### src/rtl/hazard_unit_pkg.sv
// Shared pipeline definitions: register-index width, hazard FSM encoding,
// forwarding select codes and the load-use hazard predicate.
package hazard_unit_pkg;

    localparam int unsigned REG_IDX_W   = 3;
    localparam int unsigned STATE_W     = 2;
    localparam int unsigned CNT_W       = 16;
    localparam int unsigned FLUSH_CNT_W = 3;

    typedef logic [REG_IDX_W-1:0] reg_idx_t;

    // Hazard FSM state encoding
    localparam logic [STATE_W-1:0] ST_RUN     = 2'd0;
    localparam logic [STATE_W-1:0] ST_LDSTALL = 2'd1;
    localparam logic [STATE_W-1:0] ST_FLUSH   = 2'd2;

    // Forwarding mux select codes used by the EX operand muxes
    localparam logic [1:0] FWD_REG    = 2'b00;
    localparam logic [1:0] FWD_MEM_WB = 2'b01;
    localparam logic [1:0] FWD_EX_MEM = 2'b10;

    // A load in EX whose destination a used ID source matches; r0 never stalls
    function automatic logic load_use_hazard(
        input reg_idx_t r1,
        input reg_idx_t r2,
        input logic     use_r1,
        input logic     use_r2,
        input reg_idx_t dst,
        input logic     mem_read,
        input logic     reg_write
    );
        logic match;
        match = (use_r1 && (r1 == dst)) || (use_r2 && (r2 == dst));
        return mem_read && reg_write && (dst != reg_idx_t'(0)) && match;
    endfunction

endpackage

### src/rtl/sat_counter16.sv
// 16-bit event counter that sticks at all-ones instead of wrapping.
// Ports:
//   clk   - clock
//   clr   - synchronous active-low clear
//   inc   - count one event this cycle
//   count - registered count value
module sat_counter16
    import hazard_unit_pkg::*;
(
    input  logic             clk,
    input  logic             clr,
    input  logic             inc,
    output logic [CNT_W-1:0] count
);

    localparam logic [CNT_W-1:0] CNT_MAX = '1;

    // Clear wins; increments stop at CNT_MAX
    always_ff @(posedge clk) begin
        if (!clr) begin
            count <= '0;
        end else if (inc && (count != CNT_MAX)) begin
            count <= count + CNT_W'(1);
        end
    end

endmodule

### src/rtl/hazard_unit.sv
// Pipeline hazard unit: load-use stall detection, taken-branch flushing of
// IF/ID and ID/EX for FLUSH_CYCLES cycles, and stall/flush event counters.
// Control outputs respond combinationally to the current cycle's inputs.
// Ports:
//   clk, rst              - clock, synchronous active-low reset
//   R1, R2, UseR1, UseR2  - ID source registers and their use flags
//   RegDst2, MemRead2,
//   RegWrite2             - EX destination, load flag, write-enable
//   BranchTaken           - EX branch resolved taken this cycle
//   PCWrite, IFIDWrite    - PC / IF/ID update enables
//   Bubble                - zero the control word entering ID/EX
//   IFIDFlush, IDEXFlush  - clear IF/ID / ID/EX
//   StallCount,FlushCount - saturating event counters
module hazard_unit
    import hazard_unit_pkg::*;
#(
    parameter int unsigned FLUSH_CYCLES = 1
) (
    input  logic                 clk,
    input  logic                 rst,
    input  logic [REG_IDX_W-1:0] R1,
    input  logic [REG_IDX_W-1:0] R2,
    input  logic                 UseR1,
    input  logic                 UseR2,
    input  logic [REG_IDX_W-1:0] RegDst2,
    input  logic                 MemRead2,
    input  logic                 RegWrite2,
    input  logic                 BranchTaken,
    output logic                 PCWrite,
    output logic                 IFIDWrite,
    output logic                 Bubble,
    output logic                 IFIDFlush,
    output logic                 IDEXFlush,
    output logic [CNT_W-1:0]     StallCount,
    output logic [CNT_W-1:0]     FlushCount
);

    localparam logic [FLUSH_CNT_W-1:0] FLUSH_RELOAD = FLUSH_CNT_W'(FLUSH_CYCLES - 1);

    logic [STATE_W-1:0]     state;
    logic [STATE_W-1:0]     next_state;
    logic [FLUSH_CNT_W-1:0] flush_cnt;
    logic [FLUSH_CNT_W-1:0] next_flush_cnt;
    logic                   hazard;
    logic                   stall_inc;
    logic                   flush_inc;

    assign hazard = load_use_hazard(R1, R2, UseR1, UseR2, RegDst2, MemRead2, RegWrite2);

    // State and flush down-counter
    always_ff @(posedge clk) begin
        if (!rst) begin
            state     <= ST_RUN;
            flush_cnt <= '0;
        end else begin
            state     <= next_state;
            flush_cnt <= next_flush_cnt;
        end
    end

    // Next-state and control outputs
    always_comb begin
        next_state     = ST_RUN;
        next_flush_cnt = '0;
        PCWrite        = 1'b1;
        IFIDWrite      = 1'b1;
        Bubble         = 1'b0;
        IFIDFlush      = 1'b0;
        IDEXFlush      = 1'b0;
        stall_inc      = 1'b0;
        flush_inc      = 1'b0;

        if (!rst) begin
            // Freeze front end and scrub both pipeline registers
            PCWrite   = 1'b0;
            IFIDWrite = 1'b0;
            Bubble    = 1'b1;
            IFIDFlush = 1'b1;
            IDEXFlush = 1'b1;
        end else begin
            case (state)
                ST_RUN, ST_LDSTALL: begin
                    if (BranchTaken) begin
                        // Branch beats any load-use stall this cycle
                        IFIDFlush = 1'b1;
                        IDEXFlush = 1'b1;
                        flush_inc = 1'b1;
                        if (FLUSH_CYCLES > 1) begin
                            next_state     = ST_FLUSH;
                            next_flush_cnt = FLUSH_RELOAD;
                        end
                    end else if ((state == ST_RUN) && hazard) begin
                        // EX holds a bubble in LDSTALL, so no re-detection there
                        PCWrite    = 1'b0;
                        IFIDWrite  = 1'b0;
                        Bubble     = 1'b1;
                        stall_inc  = 1'b1;
                        next_state = ST_LDSTALL;
                    end
                end
                ST_FLUSH: begin
                    IFIDFlush      = 1'b1;
                    IDEXFlush      = 1'b1;
                    next_flush_cnt = flush_cnt - FLUSH_CNT_W'(1);
                    if (next_flush_cnt != '0) begin
                        next_state = ST_FLUSH;
                    end
                end
                default: begin
                    next_state = ST_RUN;
                end
            endcase
        end
    end

    sat_counter16 u_stall_cnt (
        .clk   (clk),
        .clr   (rst),
        .inc   (stall_inc),
        .count (StallCount)
    );

    sat_counter16 u_flush_cnt (
        .clk   (clk),
        .clr   (rst),
        .inc   (flush_inc),
        .count (FlushCount)
    );

endmodule

### config.mk
export PLATFORM = sky130hd
export DESIGN_NAME = hazard_unit
export DESIGN_NICKNAME = d
export VERILOG_FILES = /design/src/rtl/hazard_unit_pkg.sv /design/src/rtl/sat_counter16.sv /design/src/rtl/hazard_unit.sv
export SDC_FILE = /design/constraint.sdc
export NUM_CORES = 1
export LEC_CHECK = 0
export ABC_AREA = 1
export BUFFER_PORTS_ARGS = -buffer_cell sky130_fd_sc_hd__buf_2
export CAP_MARGIN = 5
export CORE_MARGIN = 3
export CORE_UTILIZATION = 58
export DETAILED_ROUTE_END_ITERATION = 10
export GPL_TIMING_DRIVEN = 0
export PLACE_DENSITY = 0.87
export SYNTH_ARGS = -nofsm -noshare
export SYNTH_HDL_FRONTEND = slang
export SYNTH_SLANG_ARGS = --single-unit
### constraint.sdc
create_clock -name clk -period 4.7 [get_ports clk]
set_clock_uncertainty 0.05 [all_clocks]
set_input_delay 0.705 -clock clk [delete_from_list [all_inputs] [get_ports clk]]
set_output_delay 0.705 -clock clk [all_outputs]
set_load 0.02 [all_outputs]
# Yosys cells after proc, flatten, opt, wreduce, memory -nomap -nowiden
# Index checks and enable logic that the tools add are counted.
# word_totals
regBits,37
output_inout_bits,37
word_cells,45
# op_classes
n_eq_ne,6
reduce_logical,14
add_sub_neg,3
muxes,18
# ops
op,count
$add A16 B1 Y16 const B,2
$ne A16 B16 Y1 const B,2
$mux W1,15
$logic_and A1 B1 Y1,8
$eq A3 B3 Y1,2
$reduce_bool A3 Y1,2
$pmux W2 S2,1
$sub A3 B1 Y3 const B,1
$eq A2 B1 Y1 const B,1
$eq A2 B2 Y1 const B,1
$logic_not A2 Y1,1
$mux W2,1
$pmux W1 S2,1
$reduce_and A2 Y1,1
$reduce_or A2 Y1,1
$logic_or A1 B1 Y1,1

# Longest topological paths before layout
# depth
ltp_word,10
depth_mapped,11
depth_no_buf,10

# Cells and area by module
# A second synthesis with hierarchy kept.
# unflattened
cells_unflattened,364
hier_area_um2,2372.3
# modules_own_cells
mod,instances,seq_area_each_um2,cells_each,area_per_inst_um2
sat_counter16,2,320.3,149,996.0
hazard_unit,1,100.1,66,380.4

# Worst setup path before layout
# OpenSTA, ideal clock, no wires.
# synth_path
path_type,input-to-output
startpoint,in BranchTaken
endpoint,out PCWrite
path_buffers,1
setup_slack_ns,2.226
arrival_ns,1.719
path_stages,7
required_ns,3.945
cell_sequence,inv_1 nand2_1 nor3_4 nand2_1 nand2_1 inv_1 buf_4
# synth_between
elab_chain_len,3
# synth_lines
element,line_no,rtl
"start, declared",hazard_unit.sv:28,"input logic BranchTaken,"
$mux W1 (3 in series),-,
"end, declared",hazard_unit.sv:29,"output logic PCWrite,"
# No other way between the ends.

# Worst setup path after layout
# layout_path
startpoint,in BranchTaken
endpoint,out PCWrite
# layout_between
elab_chain_len,3
# layout_lines
element,line_no,rtl
$mux W1,hazard_unit.sv:83,if (BranchTaken) begin
$mux W1,hazard_unit.sv:81,case (state)
$mux W1,hazard_unit.sv:73,if (!rst) begin
# No other way between the ends.

==> run_summary.xml <==
<?xml version="1.0" encoding="UTF-8"?>
<metrics>
  <group name="timing">
    <metric name="layout_setup_ws" unit="ps">2200</metric>
    <metric name="max-slew-margin-rel" unit="%">60.2</metric>
    <metric name="setup-tns-final" unit="ps">0</metric>
    <metric name="post-route-min-period" unit="ps">2500</metric>
    <metric name="finalMaxSlewViolations" unit="">0</metric>
    <metric name="grt_setup_unrepaired" unit="">no</metric>
    <metric name="timing.fmax" unit="MHz">400</metric>
    <metric name="timing_worst_slew_pin_value" unit="ps">597</metric>
    <metric name="setup_viol" unit="">0</metric>
    <metric name="post_route_clock_period_utilization" unit="%">53.2</metric>
    <metric name="final_hold_viol_count" unit="">0</metric>
  </group>
  <group name="clocking">
    <metric name="cts_repair_resize_count" unit="">0</metric>
    <metric name="cts_tree" unit="">built</metric>
    <metric name="cts-root-to-sink-buffers" unit="">2</metric>
    <metric name="number_of_buffers_added_for_setup_after_cts" unit="">0</metric>
    <metric name="clock_insertion_delay_worst_skew" unit="ps">300</metric>
    <metric name="numCtsBuffers" unit="">5</metric>
    <metric name="hold_buffers" unit="">0</metric>
    <metric name="clk_pin_slew_worst_paths" unit="ps">70</metric>
    <metric name="clock_tree.htree_level_count" unit="">2</metric>
    <metric name="tritoncts_num_sinks" unit="">37</metric>
    <metric name="clock_tree.root_cell" unit="">clkbuf_8</metric>
  </group>
  <group name="worst_setup_path">
    <metric name="worst_setup_path_end_kind" unit="">output port</metric>
    <metric name="worstPathRequired" unit="ps">3940</metric>
    <metric name="cpLargestDelayFamily" unit="">simple AND/OR/NAND/NOR gates</metric>
    <metric name="worst-path-max-fanout" unit="">3</metric>
    <metric name="timing.critical_path.mode_cell" unit="">nand2_1</metric>
    <metric name="worst-endpoint-arrival" unit="ps">1740</metric>
    <metric name="path_class" unit="">in2out</metric>
    <metric name="critPathMaxStageDelay" unit="ps">290</metric>
    <metric name="cpMaxStageDelayCell" unit="">nor3_4</metric>
    <metric name="path_buf_inv" unit="">5</metric>
    <metric name="worst_setup_path_start_kind" unit="">primary input</metric>
    <metric name="cp_cell_sequence" unit="">buf_2 -&gt; inv_1 -&gt; nand2_1 -&gt; nor3_4 -&gt; nand2_1 -&gt; nand2_1 -&gt; inv_1 -&gt; buf_4 -&gt; buf_2</metric>
  </group>
  <group name="logic_synthesis">
    <metric name="synth_top_cells_by_area" unit="">dfxtp_1 (33%), nand2_1 (17%), nor2_1 (6.9%)</metric>
    <metric name="syn_warnings" unit="">0</metric>
    <metric name="mux_contribution_to_synthesized_area" unit="%">0</metric>
    <metric name="largest_family_of_logic_cells_by_synthesized_area" unit="">simple AND/OR/NAND/NOR gates</metric>
    <metric name="netlist_area" unit="sq um">2280</metric>
    <metric name="synth_seq_area_share" unit="%">32.5</metric>
    <metric name="synth_area_per_cell" unit="sq um">6.75</metric>
    <metric name="synth_edf_count" unit="">0</metric>
    <metric name="postSynth.asyncResetShare" unit="%">0</metric>
    <metric name="syn_inst" unit="">337</metric>
    <metric name="post_synth_and_or_nand_nor_area_fraction" unit="%">39.7</metric>
    <metric name="synthFlopType" unit="">dfxtp_1</metric>
    <metric name="yosys.area.top_type" unit="">dfxtp_1</metric>
    <metric name="synth_fa_ha_area_share" unit="%">2.20</metric>
    <metric name="compound_cell_area_share_of_the_yosys_netlist" unit="%">9.29</metric>
    <metric name="synth.ff_latch_count" unit="">37</metric>
    <metric name="synth_xor_xnor_area_share" unit="%">7.70</metric>
    <metric name="number_of_nets_produced_by_synthesis" unit="">357</metric>
    <metric name="yosysTopAreaCellShare" unit="%">32.5</metric>
    <metric name="post_synth_num_cell_types" unit="">34</metric>
  </group>
  <group name="run">
    <metric name="timing.max_cap.violations" unit="">0</metric>
  </group>
  <group name="place">
    <metric name="place_ws" unit="ps">2190</metric>
    <metric name="placed_cells" unit="">437</metric>
    <metric name="port_buffers" unit="">52</metric>
    <metric name="hpwl" unit="um">4020</metric>
    <metric name="finalWeightedCongestion" unit="">0.958</metric>
  </group>
  <group name="grt">
    <metric name="groute.usage.overall" unit="%">23.9</metric>
    <metric name="grt_start_max_net_pins" unit="">12</metric>
    <metric name="grt_antenna_before_repair" unit="">0</metric>
    <metric name="total_grt_overflow" unit="">0</metric>
    <metric name="grt_first_pass_wirelength" unit="um">8530</metric>
    <metric name="grt_pass1_vias" unit="">1975</metric>
  </group>
  <group name="floorplanning">
    <metric name="dieWidth" unit="um">68.6</metric>
    <metric name="ioPinCount" unit="">53</metric>
    <metric name="core_region_area" unit="sq um">3720</metric>
    <metric name="dieHeight" unit="um">68.6</metric>
    <metric name="placement_row_count" unit="">22</metric>
    <metric name="effective_utilization_at_floorplan" unit="%">61.2</metric>
    <metric name="fp.dieArea" unit="sq um">4710</metric>
  </group>
  <group name="layout">
    <metric name="post_route_cells_drive_above_1_share" unit="%">24.7</metric>
    <metric name="fillCellCount" unit="">308</metric>
    <metric name="multiInputGateArea" unit="sq um">1340</metric>
    <metric name="most_frequent_standard_cell_in_the_layout_excluding_fill_and_tap_cells" unit="">nand2_1</metric>
    <metric name="num_antenna_cells" unit="">0</metric>
    <metric name="seqCellArea" unit="sq um">741</metric>
    <metric name="final_util" unit="%">73.0</metric>
    <metric name="most-common-layout-cells" unit="">nand2_1 (101), buf_2 (54), nor2_1 (42)</metric>
    <metric name="areaGrowthSynthToFinish" unit="%">19.2</metric>
    <metric name="final_net_count" unit="">416</metric>
    <metric name="layoutNonFillerInstCount" unit="">445</metric>
  </group>
  <group name="run_status">
    <metric name="run_status" unit="">finished clean</metric>
  </group>
  <group name="drt">
    <metric name="postRouteAntennaNets" unit="">0</metric>
    <metric name="detail_route.iter0.violations" unit="">149</metric>
    <metric name="vias_per_cell" unit="">5.18</metric>
    <metric name="drt_pass1_iterations" unit="">4</metric>
    <metric name="vias" unit="">2307</metric>
    <metric name="detail_route.drc_violations" unit="">0</metric>
    <metric name="routedWlPerCell" unit="um">12.2</metric>
    <metric name="drt-total-wl" unit="um">5420</metric>
  </group>
  <group name="pwr">
    <metric name="p_leak" unit="nW">1.18</metric>
    <metric name="vdd_ir_drop_max" unit="uV">166</metric>
    <metric name="p_per_area" unit="nW/um^2">244</metric>
  </group>
  <group name="min_path">
    <metric name="hold_class" unit="">reg2reg</metric>
  </group>
</metrics>
==> worst reg2reg max path: stages (launching register included) <==
cell,delay [ps]
dfxtp_1,420
ha_1,260
nand3_1,170
nor2_1,220
nand3_1,110
nand2_2,170
inv_2,90
buf_2,190
o21ai_1,90
a21oi_1,70
==> layout make-up <==
| class | count | share of cell area [%] |
|---|---|---|
| sequential | 37 | 27.3 |
| timing repair buffer | 52 | 9.59 |
| clock inverter | 1 | 1.11 |
| buffer | 9 | 2.31 |
| multi-input combinational | 256 | 49.4 |
| clock buffer | 7 | 3.18 |
| tap | 48 | 2.21 |
| inverter | 35 | 4.84 |
==> Yosys cell counts, types with 2 or more instances <==
library cell / number
nand3_1: 15
inv_2: 3
clkbuf_1: 3
nand3_2: 2
nand2_2: 13
buf_4: 2
a21oi_1: 18
nor2_1: 42
dfxtp_1: 37
xnor2_1: 10
nand4_1: 7
o21ai_0: 6
buf_2: 2
nand2_1: 101
a21oi_2: 9
inv_1: 31
ha_1: 4
nor3_1: 7
xor2_1: 10
==> stage by stage <==
stage          power (W)  cell area (sq um)  hold WS, ps
2_1_floorplan   0.000358               2280          367
3_3_place_gp    0.000377               2600          380
3_5_place_dp    0.000378               2600          389
4_1_cts         0.000663               2710          405
5_1_grt         0.000679               2710          444
6_report        0.000662               2710          396
==> cell families (layout without fill, tap and decap cells) <==
kind of cell,after synthesis,count (layout)
compound gates,35,35
xor+xnor,20,20
fa+ha+maj,4,4
buf+inv,44,104
flops,37,37
simple gates,197,197
==> flip-flops by register name (all words and copies together) (netlist names) <==
name	flops
flush_cnt	3
u_flush_cnt.count	16
u_stall_cnt.count	16
state	2
==> per-layer routing <==
layer,track usage [%],share of wire [%],vias up
met5,0,0,-
met4,8.68,1.6,0
met3,5.02,7.8,10
met2,40.8,47,82
met1,29.5,43,1037
li1,-,-,1178
==> where the power goes <==
group | switching, W | internal (W) | leakage [nW]
clock network | 0.000118 | 0.000173 | 0.0585
logic | 0.0000347 | 0.0000184 | 0.827
registers | 0.00000266 | 0.000316 | 0.298
total | 0.000155 | 0.000507 | 1.18
==> worst paths after layout <==
check / to / cells after the start / from / slack (ps)
worst max register to register: u_flush_cnt.count[6] / 9 / u_flush_cnt.count[0] / 2720
worst min register to register: flush_cnt[0] / 1 / flush_cnt[0] / 400
worst min-delay path: flush_cnt[0] / 1 / flush_cnt[0] / 400
worst max-delay path: PCWrite / 9 / BranchTaken / 2200
No activity file was read; power rests on OpenSTA's default activity.
